File: config.mk
export PLATFORM = sky130hd
export DESIGN_NAME = mips_cpu_control_fsm
export DESIGN_NICKNAME = d
export VERILOG_FILES = /design/src/rtl/mips_cpu_pkg.sv /design/src/rtl/mips_cpu_control_fsm.sv
export SDC_FILE = /design/constraint.sdc
export NUM_CORES = 1
export LEC_CHECK = 0
export ABC_AREA = 1
export CAP_MARGIN = 20
export CORE_MARGIN = 3
export CORE_UTILIZATION = 50
export CTS_BUF_LIST = sky130_fd_sc_hd__clkbuf_8 sky130_fd_sc_hd__clkbuf_16
export DETAILED_ROUTE_END_ITERATION = 8
export PLACE_DENSITY = 0.78
export RECOVER_POWER = 25
export SKIP_LAST_GASP = 1
export SYNTH_ARGS = -nofsm -noshare
export SYNTH_HDL_FRONTEND = slang
export SYNTH_SLANG_ARGS = --single-unit
export TNS_END_PERCENT = 100
File: constraint.sdc
create_clock -name clk -period 1.74 [get_ports clk]
set_input_delay 0.174 -clock clk [delete_from_list [all_inputs] [get_ports clk]]
set_output_delay 0.174 -clock clk [all_outputs]
set_load 0.005 [all_outputs]
File: src/rtl/mips_cpu_pkg.sv
// Shared definitions for the MIPS-compatible core's multicycle control.
// state_t carries the sequencer state encoding that the datapath and
// monitors rely on; encodings 5-7 are never produced by the sequencer.
package mips_cpu_pkg;

    localparam int unsigned STATE_W = 3;

    typedef enum logic [STATE_W-1:0] {
        FETCH = 3'd0,
        EXEC  = 3'd1,
        MEM   = 3'd2,
        WB    = 3'd3,
        HALT  = 3'd4
    } state_t;

endpackage

File: src/rtl/mips_cpu_control_fsm.sv
// Multicycle sequencer: steps each instruction through FETCH, EXEC, MEM and
// WB, drives the Avalon read/write strobes and the IR / PC / register-file
// write enables, stalls on waitrequest and halts once the core jumps to 0.
//
// Ports:
//   clk, reset          clock, synchronous active-high reset
//   waitrequest         Avalon stall, 1 = current access not complete
//   instr_is_load/store decoded IR memory class (load wins if both set)
//   instr_writes_reg    decoded IR: non-memory instruction writes a register
//   pc_next_is_zero     datapath next PC equals 0 (halt on retire)
//   active              1 while executing, 0 once halted
//   mem_read/mem_write  Avalon strobes
//   ir_write, pc_write, rf_write_enable  datapath write enables
//   state               current state (debug)
//   retired_count       instructions completed since reset, wraps
module mips_cpu_control_fsm
    import mips_cpu_pkg::*;
#(
    parameter int unsigned CNT_W = 32
) (
    input  logic               clk,
    input  logic               reset,
    input  logic               waitrequest,
    input  logic               instr_is_load,
    input  logic               instr_is_store,
    input  logic               instr_writes_reg,
    input  logic               pc_next_is_zero,
    output logic               active,
    output logic               mem_read,
    output logic               mem_write,
    output logic               ir_write,
    output logic               pc_write,
    output logic               rf_write_enable,
    output logic [STATE_W-1:0] state,
    output logic [CNT_W-1:0]   retired_count
);

    state_t             state_q, state_d;
    logic [CNT_W-1:0]   cnt_q;
    logic               retire;

    always_ff @(posedge clk) begin
        if (reset) begin
            state_q <= FETCH;
            cnt_q   <= '0;
        end else begin
            state_q <= state_d;
            if (retire) cnt_q <= cnt_q + CNT_W'(1);
        end
    end

    always_comb begin
        state_d         = state_q;
        active          = 1'b1;
        mem_read        = 1'b0;
        mem_write       = 1'b0;
        ir_write        = 1'b0;
        pc_write        = 1'b0;
        rf_write_enable = 1'b0;
        retire          = 1'b0;

        case (state_q)
            FETCH: begin
                mem_read = 1'b1;
                if (!waitrequest) begin
                    ir_write = 1'b1;
                    state_d  = EXEC;
                end
            end
            EXEC: begin
                if (instr_is_load || instr_is_store) begin
                    state_d = MEM;
                end else begin
                    rf_write_enable = instr_writes_reg;
                    pc_write        = 1'b1;
                    retire          = 1'b1;
                    state_d         = pc_next_is_zero ? HALT : FETCH;
                end
            end
            MEM: begin
                // Load wins when the decoder flags both classes.
                mem_read  = instr_is_load;
                mem_write = !instr_is_load;
                if (!waitrequest) begin
                    if (instr_is_load) begin
                        state_d = WB;
                    end else begin
                        pc_write = 1'b1;
                        retire   = 1'b1;
                        state_d  = pc_next_is_zero ? HALT : FETCH;
                    end
                end
            end
            WB: begin
                rf_write_enable = 1'b1;
                pc_write        = 1'b1;
                retire          = 1'b1;
                state_d         = pc_next_is_zero ? HALT : FETCH;
            end
            HALT: begin
                active = 1'b0;
            end
            default: begin
                // Unreachable encodings park the core safely.
                active  = 1'b0;
                state_d = HALT;
            end
        endcase

        // Reset dominates: no strobe may reach memory or the datapath.
        if (reset) begin
            active          = 1'b1;
            mem_read        = 1'b0;
            mem_write       = 1'b0;
            ir_write        = 1'b0;
            pc_write        = 1'b0;
            rf_write_enable = 1'b0;
        end
    end

    assign state         = state_q;
    assign retired_count = cnt_q;

endmodule

**Word-level counts from Yosys, hierarchy flattened**

Index checks and enable logic that the tools add are counted.

- Register bits: 35
- Bits of input ports: 7
- Output and inout bits: 41
- Logic and storage cells: 38

- Add/subtract/negate cells: 1
- Equal/unequal tests: 6
- Mux-type cells: 23
- Bitwise logic cells: 1
- Reduce and logical (&&, ||, !) cells: 5

Operators by type and width:

| kind | number |
|---|---|
| $add A32 B1 Y32 const B | 1 |
| $mux W3 | 5 |
| $pmux W3 S5 | 1 |
| $mux W1 | 14 |
| $eq A3 B2 Y1 const B | 2 |
| $ne A2 B2 Y1 const B | 2 |
| $pmux W1 S2 | 2 |
| $reduce_or A4 Y1 | 1 |
| $eq A3 B1 Y1 const B | 1 |
| $eq A3 B3 Y1 const B | 1 |
| $logic_not A3 Y1 | 1 |
| $pmux W1 S3 | 1 |
| $reduce_and A3 Y1 | 1 |
| $logic_not A1 Y1 | 1 |
| $logic_or A1 B1 Y1 | 1 |
| $not A1 Y1 | 1 |

**Longest topological paths before layout**

Gate-level depths: netlist of the first run.

- Word-level depth: 4
- Mapped depth: 10
- Depth with buffers taken out: 10

**Least setup slack after synthesis of the first run**

OpenSTA, ideal clock, no wires.

- Path kind: reg-to-reg
- From: register cnt_q[1] (netlist: retired_count[1])
- To: register cnt_q[22] (netlist: retired_count[22])
- Setup time: 0.128 ns
- Arrival: 1.286 ns
- Required time: 1.612 ns
- Path slack: 0.327 ns
- Cell stages (with the launch flop): 9
- Path buffers: 0
- Clock period less this slack: 1.413 ns
- Cells stage by stage: dfxtp_1 ha_1 nand3_1 nor2_1 nand3_1 nor2_2 nand3_1 nand2_1 nor2_1

- Longest elaborated chain between the ends: 1

Ends and longest elaborated chain:

| item | line | RTL |
|---|---|---|
| start: declaration | mips_cpu_control_fsm.sv:39 | `logic [CNT_W-1:0] cnt_q;` |
| start signal: assignment | mips_cpu_control_fsm.sv:48 | `if (retire) cnt_q <= cnt_q + CNT_W'(1);` |
| $add A32 B1 Y32 | mips_cpu_control_fsm.sv:48 |  |

No other way between the ends.
A chain may end at the register's enable or synchronous reset.

**Final worst setup path of the first run**

- From: input reset
- To: output mem_read

- Longest elaborated chain between the ends: 1

Ends and longest elaborated chain:

| item | line | RTL |
|---|---|---|
| start: declaration | mips_cpu_control_fsm.sv:22 | `input logic reset,` |
| $mux W1 | mips_cpu_control_fsm.sv:111 | `if (reset) begin` |
| end: declaration | mips_cpu_control_fsm.sv:29 | `output logic mem_read,` |

No other way between the ends.

==> load_flow_metrics.sql, run 1 <==
INSERT INTO impl_metrics (metric_group, metric, value, unit) VALUES
('status', 'run_status', 'finished clean', ''),
('routing', 'drt-wirelength-per-cell', '11.8', 'um'),
('sta', 'final.period_utilization', '95.3', '%'),
('critical_path', 'critical_path.startpoint_type', 'primary input', ''),
('power', 'vdd_drop_max', '0.373', 'mV'),
('power', 'switching_share', '25.6', '%'),
('synthesis', 'top_cell_type_s_share_of_synthesized_area', '32.3', '%'),
('critical_path', 'cp.arrival', '1480', 'ps'),
('sta', 'minimum_clock_period', '1660', 'ps'),
('critical_path', 'worst_flop_to_flop_path_endpoint', 'retired_count[22]$_SDFFE_PP0P_', ''),
('job', 'max_cap_violations', '0', ''),
('global_route', 'first_global_vias', '2106', ''),
('power', 'share_clk_of_total_power', '38.5', '%'),
('routing', 'drt_first_pass_iters', '4', ''),
('sta', 'setup_viol', '0', ''),
('synthesis', 'synth_fp_nets', '374', ''),
('critical_path', 'worst_ep_required_time', '1570', 'ps'),
('layout', 'layout-drive-gt1-share', '11.9', '%'),
('critical_path', 'worst_setup_path_startpoint', 'reset', ''),
('sta', 'hold_viol', '0', ''),
('power', 'power_switching', '0.437', 'mW'),
('layout', 'antenna-diode-count', '0', ''),
('sta', 'fin_skew', '11.1', 'ps'),
('min_path', 'min-delay-path-class', 'primary input to flip-flop', ''),
('routing', 'detailedRoute.firstIterationViolations', '211', ''),
('die', 'initial_utilization', '53.1', '%'),
('critical_path', 'regToRegSetupSlack', '150', 'ps'),
('routing', 'postRouteWirelength', '5.61', 'mm'),
('sta', 'timing.hold.ws', '430', 'ps'),
('synthesis', 'ys_ff_latch', '35', ''),
('synthesis', 'synth_seq_area_share', '32.3', '%'),
('cts', 'cts_root_buffer', 'sky130_fd_sc_hd__clkbuf_8', ''),
('cts', 'cts.reportedPaths.clkPinSlew', '80', 'ps'),
('synthesis', 'post_synth_inst_count', '366', ''),
('die', 'io_pins', '48', ''),
('die', 'floorplan.rows', '23', ''),
('synthesis', 'post_synth_instance_area', '2170', 'um2'),
('layout', 'area_growth_syn_to_layout', '33.5', '%'),
('synthesis', 'ys.warnings.count', '0', ''),
('layout', 'num-nets-final', '434', ''),
('place', 'placed_wire_length_estimate', '4.15', 'mm'),
('die', 'die_area', '5160', 'um2'),
('place', 'place_congestion', '0.879', ''),
('sta', 'setup_slack', '81.5', 'ps'),
('sta', 'relSlewSlack', '68.6', '%'),
('global_route', 'global_route.usage.total', '22.6', '%'),
('power', 'comb_power_share', '13.1', '%'),
('synthesis', 'post-synth-top-area-cell', 'sky130_fd_sc_hd__dfxtp_1', ''),
('routing', 'route.vias.total', '2387', ''),
('cts', 'cts.path.max_buffers', '2', ''),
('cts', 'cts_tree', 'yes', ''),
('critical_path', 'timing.rr.start', 'retired_count[0]$_SDFFE_PP0P_', ''),
('power', 'p_per_area', '590', 'nW/um2'),
('die', 'chip_width', '71.9', 'um'),
('critical_path', 'cp-endpoint', 'mem_read', ''),
('power', 'total_internal_power', '1.27', 'mW'),
('global_route', 'grt-ovfl-total', '0', ''),
('synthesis', 'synth.top_cells.by_area', 'sky130_fd_sc_hd__dfxtp_1 (32%), sky130_fd_sc_hd__nand2_1 (18%), sky130_fd_sc_hd__nor2_1 (14%)', ''),
('global_route', 'grt_antenna_before_repair', '0', ''),
('layout', 'commonest_non_fill_non_tap_cell_in_the_layout', 'sky130_fd_sc_hd__nand2_1', ''),
('synthesis', 'ys_types', '28', ''),
('global_route', 'pin_count_of_the_biggest_net_entering_global_routing', '25', ''),
('cts', 'deepest_level_of_the_cts_h_tree', '2', ''),
('power', 'seqPwrFrac', '48.4', '%'),
('place', 'place_worst_setup_slack', '-46.7', 'ps'),
('routing', 'drcViolationCount', '0', ''),
('cts', 'numClockSinks', '35', ''),
('sta', 'report.final.slew_viol_count', '0', ''),
('cts', 'clk-insertion-delay-late', '290', 'ps'),
('power', 'leakage_dissipation', '1.19', 'nW'),
('die', 'chipHeight', '71.9', 'um');
[how the worst min path moves through the flow]
stage | start | endpoint | depth (start not counted)
CTS | pc_next_is_zero | state[2]$_SDFFE_PP0P_ | 3
finish | pc_next_is_zero | state[2]$_SDFFE_PP0P_ | 3
floorplan | reset | retired_count[2]$_SDFFE_PP0P_ | 1
global placement | retired_count[4]$_SDFFE_PP0P_ | retired_count[4]$_SDFFE_PP0P_ | 2
global route | pc_next_is_zero | state[2]$_SDFFE_PP0P_ | 3
detailed placement | retired_count[4]$_SDFFE_PP0P_ | retired_count[4]$_SDFFE_PP0P_ | 2
[state kept, by name, summed over array words and instances, names as in the netlist]
register	count
retired_count	32
state	3
[area by class of cell]
| class | count | area [um2] |
|---|---|---|
| Timing Repair Buffer | 62 | 602 |
| Sequential cell | 35 | 704 |
| Clock inverter | 1 | 3.75 |
| Tap cell | 50 | 62.6 |
| Inverter | 47 | 176 |
| Clock buffer | 7 | 96.3 |
| Fill cell | 370 | 1190 |
| Multi-Input combinational cell | 275 | 1250 |
[layer usage]
layer | vias to the layer above | wire [um] | global-route usage, %
li1 | 1256 | - | -
met3 | 9 | 321 | 3.93
met1 | 1053 | 2550 | 29.8
met2 | 69 | 2660 | 37.3
met5 | - | 0 | 0
met4 | 0 | 85 | 7.52
[power groups by stage]
stage          Combinational [mW]  Clock (mW)  Sequential, mW
2_1_floorplan               0.118           0           0.840
3_3_place_gp                0.208           0           0.841
3_5_place_dp                0.212           0           0.842
4_1_cts                     0.213       0.671           0.824
5_1_grt                     0.245       0.696           0.827
6_report                    0.224       0.657           0.825
[timing repair]
action | in CTS | in global routing
hold endpoints to repair | 0 | 0
buffers inserted | 1 | 2
gates resized for setup | 4 | 12
pin swaps | 0 | 1
hold buffers | 0 | 0
setup endpoints to repair | 4 | 5
[critical path, stage by stage]
cell and delay, ps:
sky130_fd_sc_hd__clkdlybuf4s50_1 450, sky130_fd_sc_hd__inv_2 120, sky130_fd_sc_hd__nand3_1 110, sky130_fd_sc_hd__a21oi_2 120, sky130_fd_sc_hd__clkdlybuf4s50_1 510
[per-stage QoR]
step / cell area, um2 / instances / utilization [%] / setup TNS (ps)
global placement: 2740 / 466 / 67.1 / -41.1
global route: 2890 / 477 / 70.8 / -1.12
finish: 2890 / 477 / 70.8 / 0
CTS: 2850 / 475 / 69.8 / -139
floorplan: 2170 / 366 / - / 0
detailed placement: 2740 / 466 / 67.1 / -102
[cell families (layout without fill, tap and decap cells)]
logic type / count (synthesis) / in the layout / share of synthesized area (%)
flops: 35 / 35 / 32.3
simple gates: 251 / 251 / 50.3
compound gates: 22 / 22 / 5.48
xor+xnor: 1 / 1 / 0.404
buf+inv: 56 / 117 / 11.0
fa+ha+maj: 1 / 1 / 0.577
[cell usage after synthesis]
| cell | count |
|---|---|
| sky130_fd_sc_hd__and3_2 | 2 |
| sky130_fd_sc_hd__inv_2 | 1 |
| sky130_fd_sc_hd__nand3_1 | 29 |
| sky130_fd_sc_hd__nor2_4 | 4 |
| sky130_fd_sc_hd__or2_2 | 1 |
| sky130_fd_sc_hd__and2_1 | 2 |
| sky130_fd_sc_hd__o21ai_2 | 1 |
| sky130_fd_sc_hd__clkbuf_1 | 2 |
| sky130_fd_sc_hd__buf_6 | 2 |
| sky130_fd_sc_hd__buf_4 | 3 |
| sky130_fd_sc_hd__nand2_2 | 3 |
| sky130_fd_sc_hd__nand4_1 | 9 |
| sky130_fd_sc_hd__o21ai_0 | 5 |
| sky130_fd_sc_hd__buf_2 | 1 |
| sky130_fd_sc_hd__o21bai_1 | 1 |
| sky130_fd_sc_hd__nor4_1 | 1 |
| sky130_fd_sc_hd__nor3_1 | 4 |
| sky130_fd_sc_hd__ha_1 | 1 |
| sky130_fd_sc_hd__nor2_1 | 83 |
| sky130_fd_sc_hd__buf_1 | 1 |
| sky130_fd_sc_hd__a22oi_1 | 1 |
| sky130_fd_sc_hd__a21oi_1 | 14 |
| sky130_fd_sc_hd__nor2_2 | 4 |
| sky130_fd_sc_hd__xor2_1 | 1 |
| sky130_fd_sc_hd__inv_1 | 46 |
| sky130_fd_sc_hd__dfxtp_1 | 35 |
| sky130_fd_sc_hd__nand3_2 | 3 |
| sky130_fd_sc_hd__nand2_1 | 106 |
Power figures use the tool's default switching activity.
==> run 2: changes to the inputs <==
--- a/config.mk
+++ b/config.mk
@@ -6,12 +6,13 @@
 export NUM_CORES = 1
 export LEC_CHECK = 0
 export ABC_AREA = 1
+export ABC_CLOCK_PERIOD_IN_PS = 1740
 export CAP_MARGIN = 20
 export CORE_MARGIN = 3
-export CORE_UTILIZATION = 50
+export CORE_UTILIZATION = 45
 export CTS_BUF_LIST = sky130_fd_sc_hd__clkbuf_8 sky130_fd_sc_hd__clkbuf_16
 export DETAILED_ROUTE_END_ITERATION = 8
-export PLACE_DENSITY = 0.78
+export PLACE_DENSITY = 0.71
 export RECOVER_POWER = 25
 export SKIP_LAST_GASP = 1
 export SYNTH_ARGS = -nofsm -noshare
==> run 2 against run 1 <==
First-iteration DRC count down 29%; global-route usage down 1.5 points; via count down 2.8%; worst setup slack worse by 40 ps; critical path type is now flip-flop to output port.
==> load_flow_metrics.sql, run 2 (synthesis gave the netlist of run 1 again) <==
INSERT INTO impl_metrics (metric_group, metric, value, unit) VALUES
('status', 'run_status', 'finished clean', ''),
('global_route', 'grt-ovfl-total', '0', ''),
('die', 'floorplan.rows', '24', ''),
('critical_path', 'timing_worst_setup_path_type', 'flip-flop to output port', ''),
('sta', 'relSlewSlack', '72.7', '%'),
('power', 'leakage_dissipation', '1.14', 'nW'),
('layout', 'commonest_non_fill_non_tap_cell_in_the_layout', 'sky130_fd_sc_hd__nand2_1', ''),
('global_route', 'global_route.usage.total', '21.1', '%'),
('sta', 'report.final.slew_viol_count', '0', ''),
('cts', 'cts.reportedPaths.clkPinSlew', '60', 'ps'),
('layout', 'largest_register_ffs', '32', ''),
('die', 'chip_width', '75.4', 'um'),
('cts', 'deepest_level_of_the_cts_h_tree', '2', ''),
('critical_path', 'cp.arrival', '1520', 'ps'),
('critical_path', 'critical-path-max-stage-delay', '530', 'ps'),
('routing', 'dr_vias_cell', '4.90', ''),
('cts', 'cts_root_buffer', 'sky130_fd_sc_hd__clkbuf_8', ''),
('sta', 'fin_skew', '4.21', 'ps'),
('routing', 'drt-wirelength-per-cell', '11.6', 'um'),
('sta', 'setup_viol', '0', ''),
('power', 'finalPower', '1.56', 'mW'),
('layout', 'final_cells', '473', ''),
('min_path', 'min-delay-path-class', 'primary input to flip-flop', ''),
('cts', 'numCtsBuffers', '5', ''),
('die', 'initial_utilization', '48.1', '%'),
('place', 'place_inst', '467', ''),
('layout', 'area_growth_syn_to_layout', '29.9', '%'),
('critical_path', 'worstPathMaxFanout', '7', ''),
('die', 'design.core.area', '4500', 'um2'),
('global_route', 'first_global_vias', '2121', ''),
('layout', 'layout.filler_cells', '430', ''),
('cts', 'post-cts-setup-buffers', '0', ''),
('sta', 'clock.fmax', '589', 'MHz'),
('power', 'p_per_area', '555', 'nW/um2'),
('sta', 'worst_slew_pin_slew', '406', 'ps'),
('critical_path', 'critical_path.startpoint_type', 'flip-flop', ''),
('layout', 'commonest_non_fill_non_tap_cells_in_the_layout', 'sky130_fd_sc_hd__nand2_1 (106), sky130_fd_sc_hd__nor2_1 (81), sky130_fd_sc_hd__inv_1 (45)', ''),
('routing', 'route.vias.total', '2319', ''),
('layout', 'num-nets-final', '430', ''),
('critical_path', 'worst_setup_path_end_kind', 'output port', ''),
('cts', 'clk-insertion-delay-late', '280', 'ps'),
('critical_path', 'path_buf_inv', '2', ''),
('cts', 'numClockSinks', '35', ''),
('layout', 'layout-drive-gt1-share', '9.50', '%'),
('critical_path', 'cpMaxStageDelayCell', 'sky130_fd_sc_hd__clkdlybuf4s50_1', ''),
('die', 'chipHeight', '75.4', 'um'),
('critical_path', 'worst_ep_required_time', '1570', 'ps'),
('global_route', 'pin_count_of_the_biggest_net_entering_global_routing', '40', ''),
('place', 'placed_wire_length_estimate', '4.18', 'mm'),
('critical_path', 'crit_family', 'buffers and inverters', ''),
('cts', 'cts_tree', 'yes', ''),
('power', 'vdd_drop_max', '0.310', 'mV'),
('die', 'io_pins', '48', ''),
('die', 'die_area', '5690', 'um2'),
('sta', 'final.period_utilization', '97.6', '%'),
('place', 'portBuffers', '47', ''),
('place', 'place_congestion', '0.908', ''),
('cts', 'cts.path.max_buffers', '2', ''),
('routing', 'drcViolationCount', '0', ''),
('critical_path', 'cp_cell_sequence', 'buf_4 -> a21oi_2 -> clkdlybuf4s50_1', ''),
('sta', 'minimum_clock_period', '1700', 'ps'),
('layout', 'antenna-diode-count', '0', ''),
('routing', 'drt.antenna.violating_nets', '0', ''),
('job', 'max_cap_violations', '0', ''),
('sta', 'hold_viol', '0', ''),
('routing', 'drt_first_pass_iters', '4', ''),
('routing', 'postRouteWirelength', '5.49', 'mm'),
('global_route', 'grt_pass1_wl', '9.38', 'mm'),
('routing', 'detailedRoute.firstIterationViolations', '150', ''),
('global_route', 'grt_antenna_before_repair', '0', '');
==> run 2: changes by cell type in the layout (fill, tap and decap cells not counted), moves of 2 or more <==
cell / previous run / this run
sky130_fd_sc_hd__dfxtp_2: 3 / 0
sky130_fd_sc_hd__buf_4: 14 / 10
sky130_fd_sc_hd__dlymetal6s2s_1: 3 / 1
sky130_fd_sc_hd__dlygate4sd2_1: 1 / 3
sky130_fd_sc_hd__clkbuf_8: 7 / 5
sky130_fd_sc_hd__dfxtp_1: 32 / 35
==> run 2: cell type report <==
type                    count  area (um2)  share of cell area, %
multi-input cells         275        1240                   44.0
flip-flops and latches     35         701                   24.9
repair buffers             58         564                   20.0
inverters                  47         176                   6.26
clock buffers               5        68.8                   2.44
well taps                  52        65.1                   2.31
clock inverters             1        3.75                  0.133
==> run 2: final timing paths <==
check                                     start                              to  slack, ps  cells after the start
setup / recovery          state[1]$_SDFFE_PP0P_                        mem_read         40                      3
hold / removal                  pc_next_is_zero           state[2]$_SDFFE_PP0P_        460                      3
setup reg to reg  retired_count[0]$_SDFFE_PP0P_  retired_count[22]$_SDFFE_PP0P_        210                      8
hold reg to reg   retired_count[4]$_SDFFE_PP0P_   retired_count[4]$_SDFFE_PP0P_        500                      2
==> run 2: metrics by stage <==
step	hold slack (ps)	area (um2)	setup WS (ps)	util, %	TNS [ps]
floorplan	251	2170	327	-	0
global placement	488	2740	-14.6	60.8	-15.7
detailed placement	491	2740	-51.8	60.8	-201
CTS	457	2820	2.63	62.5	0
global route	505	2820	-5.35	62.6	-5.35
finish	464	2820	41.2	62.6	0
==> run 2: report_power, final <==
group	internal [mW]	switching, mW	total (mW)
Clock	0.261	0.271	0.532
Sequential	0.811	0.0122	0.823
Combinational	0.0924	0.116	0.209
Total	1.16	0.399	1.56
==> run 2: per-layer routing <==
layer	share of wire [%]	vias to the layer above	global-route usage [%]
met1	49	1011	29.0
li1	-	1242	-
met5	0	-	0
met3	5.0	7	3.96
met4	1.4	0	7.77
met2	45	59	32.8
==> run 2: worst min-delay path: stages <==
cell,delay [ps]
sky130_fd_sc_hd__clkdlybuf4s50_1,390
sky130_fd_sc_hd__nand3_1,80
sky130_fd_sc_hd__nand2_1,50
==> run 2: what timing repair did <==
action	4_1_cts	5_1_grt
endpoints found under the setup margin	4	2
resized for setup	9	3
pin swaps	2	1
hold buffers	0	0
==> run 3: changes to the inputs <==
--- a/config.mk
+++ b/config.mk
@@ -6,8 +6,7 @@
 export NUM_CORES = 1
 export LEC_CHECK = 0
 export ABC_AREA = 1
-export ABC_CLOCK_PERIOD_IN_PS = 1740
-export CAP_MARGIN = 20
+export ABC_CLOCK_PERIOD_IN_PS = 1850
 export CORE_MARGIN = 3
 export CORE_UTILIZATION = 45
 export CTS_BUF_LIST = sky130_fd_sc_hd__clkbuf_8 sky130_fd_sc_hd__clkbuf_16
==> constraint.sdc (replaced) <==
create_clock -name clk -period 1.85 [get_ports clk]
set_input_delay 0.185 -clock clk [delete_from_list [all_inputs] [get_ports clk]]
set_output_delay 0.185 -clock clk [all_outputs]
set_load 0.005 [all_outputs]
==> run 3 against run 2 <==
Core utilization is 0.28 points lower; flip-flop and latch count stayed put; critical path type unchanged; non-clock buffer count is 2 lower; first-iteration DRC count is 25% higher; sequential share of layout area is 0.29 points higher.
==> load_flow_metrics.sql, run 3 (synthesis gave the netlist of run 1 again) <==
INSERT INTO impl_metrics (metric_group, metric, value, unit) VALUES
('cts', 'cts.path.max_buffers', '2', ''),
('layout', 'layout-drive-gt1-share', '9.26', '%'),
('critical_path', 'reg2reg_depth', '9', ''),
('place', 'place_congestion', '0.856', ''),
('layout', 'num-nets-final', '428', ''),
('global_route', 'grt-ovfl-total', '0', ''),
('die', 'chip_width', '75.4', 'um'),
('critical_path', 'worst_ep_required_time', '1660', 'ps'),
('sta', 'setup_viol', '0', ''),
('critical_path', 'worstPathMaxFanout', '5', ''),
('die', 'floorplan.rows', '24', ''),
('global_route', 'global_route.usage.total', '21.0', '%'),
('sta', 'clock.fmax', '562', 'MHz'),
('routing', 'drcViolationCount', '0', ''),
('die', 'chipHeight', '75.4', 'um'),
('sta', 'report.final.slew_viol_count', '0', ''),
('sta', 'fin_setup_tns', '0', 'ps'),
('power', 'vdd_drop_max', '0.456', 'mV'),
('cts', 'numClockSinks', '35', ''),
('die', 'io_pins', '48', ''),
('place', 'dpl_cell_area', '2720', 'um2'),
('sta', 'relSlewSlack', '70.1', '%'),
('sta', 'fin_skew', '9.42', 'ps'),
('routing', 'detailedRoute.firstIterationViolations', '187', ''),
('cts', 'cts_root_buffer', 'sky130_fd_sc_hd__clkbuf_8', ''),
('routing', 'dr_vias_cell', '5.01', ''),
('die', 'initial_utilization', '48.1', '%'),
('layout', 'area_growth_syn_to_layout', '29.4', '%'),
('cts', 'clk-insertion-delay-late', '290', 'ps'),
('global_route', 'grt_pass1_wl', '9.36', 'mm'),
('critical_path', 'critical_path.startpoint_type', 'flip-flop', ''),
('place', 'placed_wire_length_estimate', '4.18', 'mm'),
('global_route', 'first_global_vias', '2006', ''),
('power', 'p_per_area', '531', 'nW/um2'),
('sta', 'final.period_utilization', '96.2', '%'),
('status', 'run_status', 'finished clean', ''),
('critical_path', 'cp.arrival', '1590', 'ps'),
('job', 'max_cap_violations', '0', ''),
('sta', 'setup_slack', '71.2', 'ps'),
('sta', 'timing.hold.ws', '374', 'ps'),
('cts', 'cts.reportedPaths.clkPinSlew', '60', 'ps'),
('cts', 'cts_tree', 'yes', ''),
('sta', 'minimum_clock_period', '1780', 'ps'),
('layout', 'largest_register_ffs', '32', ''),
('layout', 'fin_area', '2810', 'um2'),
('cts', 'numCtsBuffers', '5', ''),
('sta', 'unrepaired_setup_endpoints_after_global_routing', 'true', ''),
('place', 'portBuffers', '47', ''),
('global_route', 'pin_count_of_the_biggest_net_entering_global_routing', '40', ''),
('sta', 'hold_viol', '0', ''),
('layout', 'commonest_non_fill_non_tap_cells_in_the_layout', 'sky130_fd_sc_hd__nand2_1 (106), sky130_fd_sc_hd__nor2_1 (81), sky130_fd_sc_hd__inv_1 (47)', ''),
('power', 'finalPower', '1.49', 'mW'),
('die', 'die_area', '5690', 'um2'),
('critical_path', 'worst_setup_path_end_kind', 'output port', ''),
('routing', 'drt_first_pass_iters', '4', ''),
('critical_path', 'timing_worst_setup_path_type', 'flip-flop to output port', ''),
('cts', 'deepest_level_of_the_cts_h_tree', '2', ''),
('global_route', 'grt_antenna_before_repair', '0', ''),
('layout', 'commonest_non_fill_non_tap_cell_in_the_layout', 'sky130_fd_sc_hd__nand2_1', ''),
('routing', 'postRouteWirelength', '5.60', 'mm'),
('place', 'place_worst_setup_slack', '33.1', 'ps'),
('layout', 'antenna-diode-count', '0', ''),
('power', 'leakage_dissipation', '1.13', 'nW'),
('routing', 'drt-wirelength-per-cell', '11.8', 'um'),
('min_path', 'instance_count_along_the_most_critical_hold_path', '5', ''),
('sta', 'worst_slew_pin_slew', '444', 'ps'),
('routing', 'drt.antenna.violating_nets', '0', ''),
('routing', 'route.vias.total', '2368', ''),
('min_path', 'min-delay-path-class', 'primary input to flip-flop', ''),
('die', 'design.core.area', '4500', 'um2');
-- run 3: stage by stage --
stage / std cells / util [%]
finish: 473 / 62.3
global route: 473 / 62.3
CTS: 472 / 62.1
detailed placement: 464 / 60.3
global placement: 464 / 60.3
floorplan: 366 / -
-- run 3: critical path, stage by stage (launching register included) --
cell	delay, ps
sky130_fd_sc_hd__dfxtp_2	350
sky130_fd_sc_hd__inv_2	100
sky130_fd_sc_hd__nand3_1	100
sky130_fd_sc_hd__nor2_1	120
sky130_fd_sc_hd__nor2_2	60
sky130_fd_sc_hd__nor2_1	90
sky130_fd_sc_hd__clkdlybuf4s50_1	500
-- run 3: worst paths after layout --
path / start / to / slack [ps]
min reg2reg: retired_count[4]$_SDFFE_PP0P_ / retired_count[4]$_SDFFE_PP0P_ / 500
min: instr_is_load / state[1]$_SDFFE_PP0P_ / 370
max reg2reg: retired_count[1]$_SDFFE_PP0P_ / retired_count[22]$_SDFFE_PP0P_ / 160
max: state[2]$_SDFFE_PP0P_ / pc_write / 70
-- run 3: area by class of cell --
type | count | area (um2)
Sequential cell | 35 | 706
Tap cell | 52 | 65.1
Clock buffer | 5 | 68.8
Timing Repair Buffer | 56 | 542
Fill cell | 459 | 1700
Multi-Input combinational cell | 275 | 1230
Clock inverter | 3 | 12.5
Inverter | 47 | 176
-- run 3: per-layer routing --
metal	up-vias	share of wire [%]	wire length, um	GRT usage, %
met1	1045	48	2690	30.0
met2	67	45	2530	33.3
met4	0	1.1	59	5.24
met5	-	0	0	0
met3	6	5.7	317	3.17
li1	1250	-	-	-
-- run 3: timing repair --
| item | CTS | global route |
|---|---|---|
| setup buffers | 0 | 1 |
| setup endpoints to repair | 3 | 3 |
| hold buffers | 0 | 0 |
| resized for setup | 2 | 7 |
| pin swaps | 0 | 2 |
| cloned | 0 | 0 |
-- run 3: report_power, final --
group	switching, mW	internal [mW]	total (mW)
Sequential	0.0150	0.763	0.778
Combinational	0.104	0.0786	0.182
Clock	0.275	0.253	0.528
Total	0.394	1.09	1.49
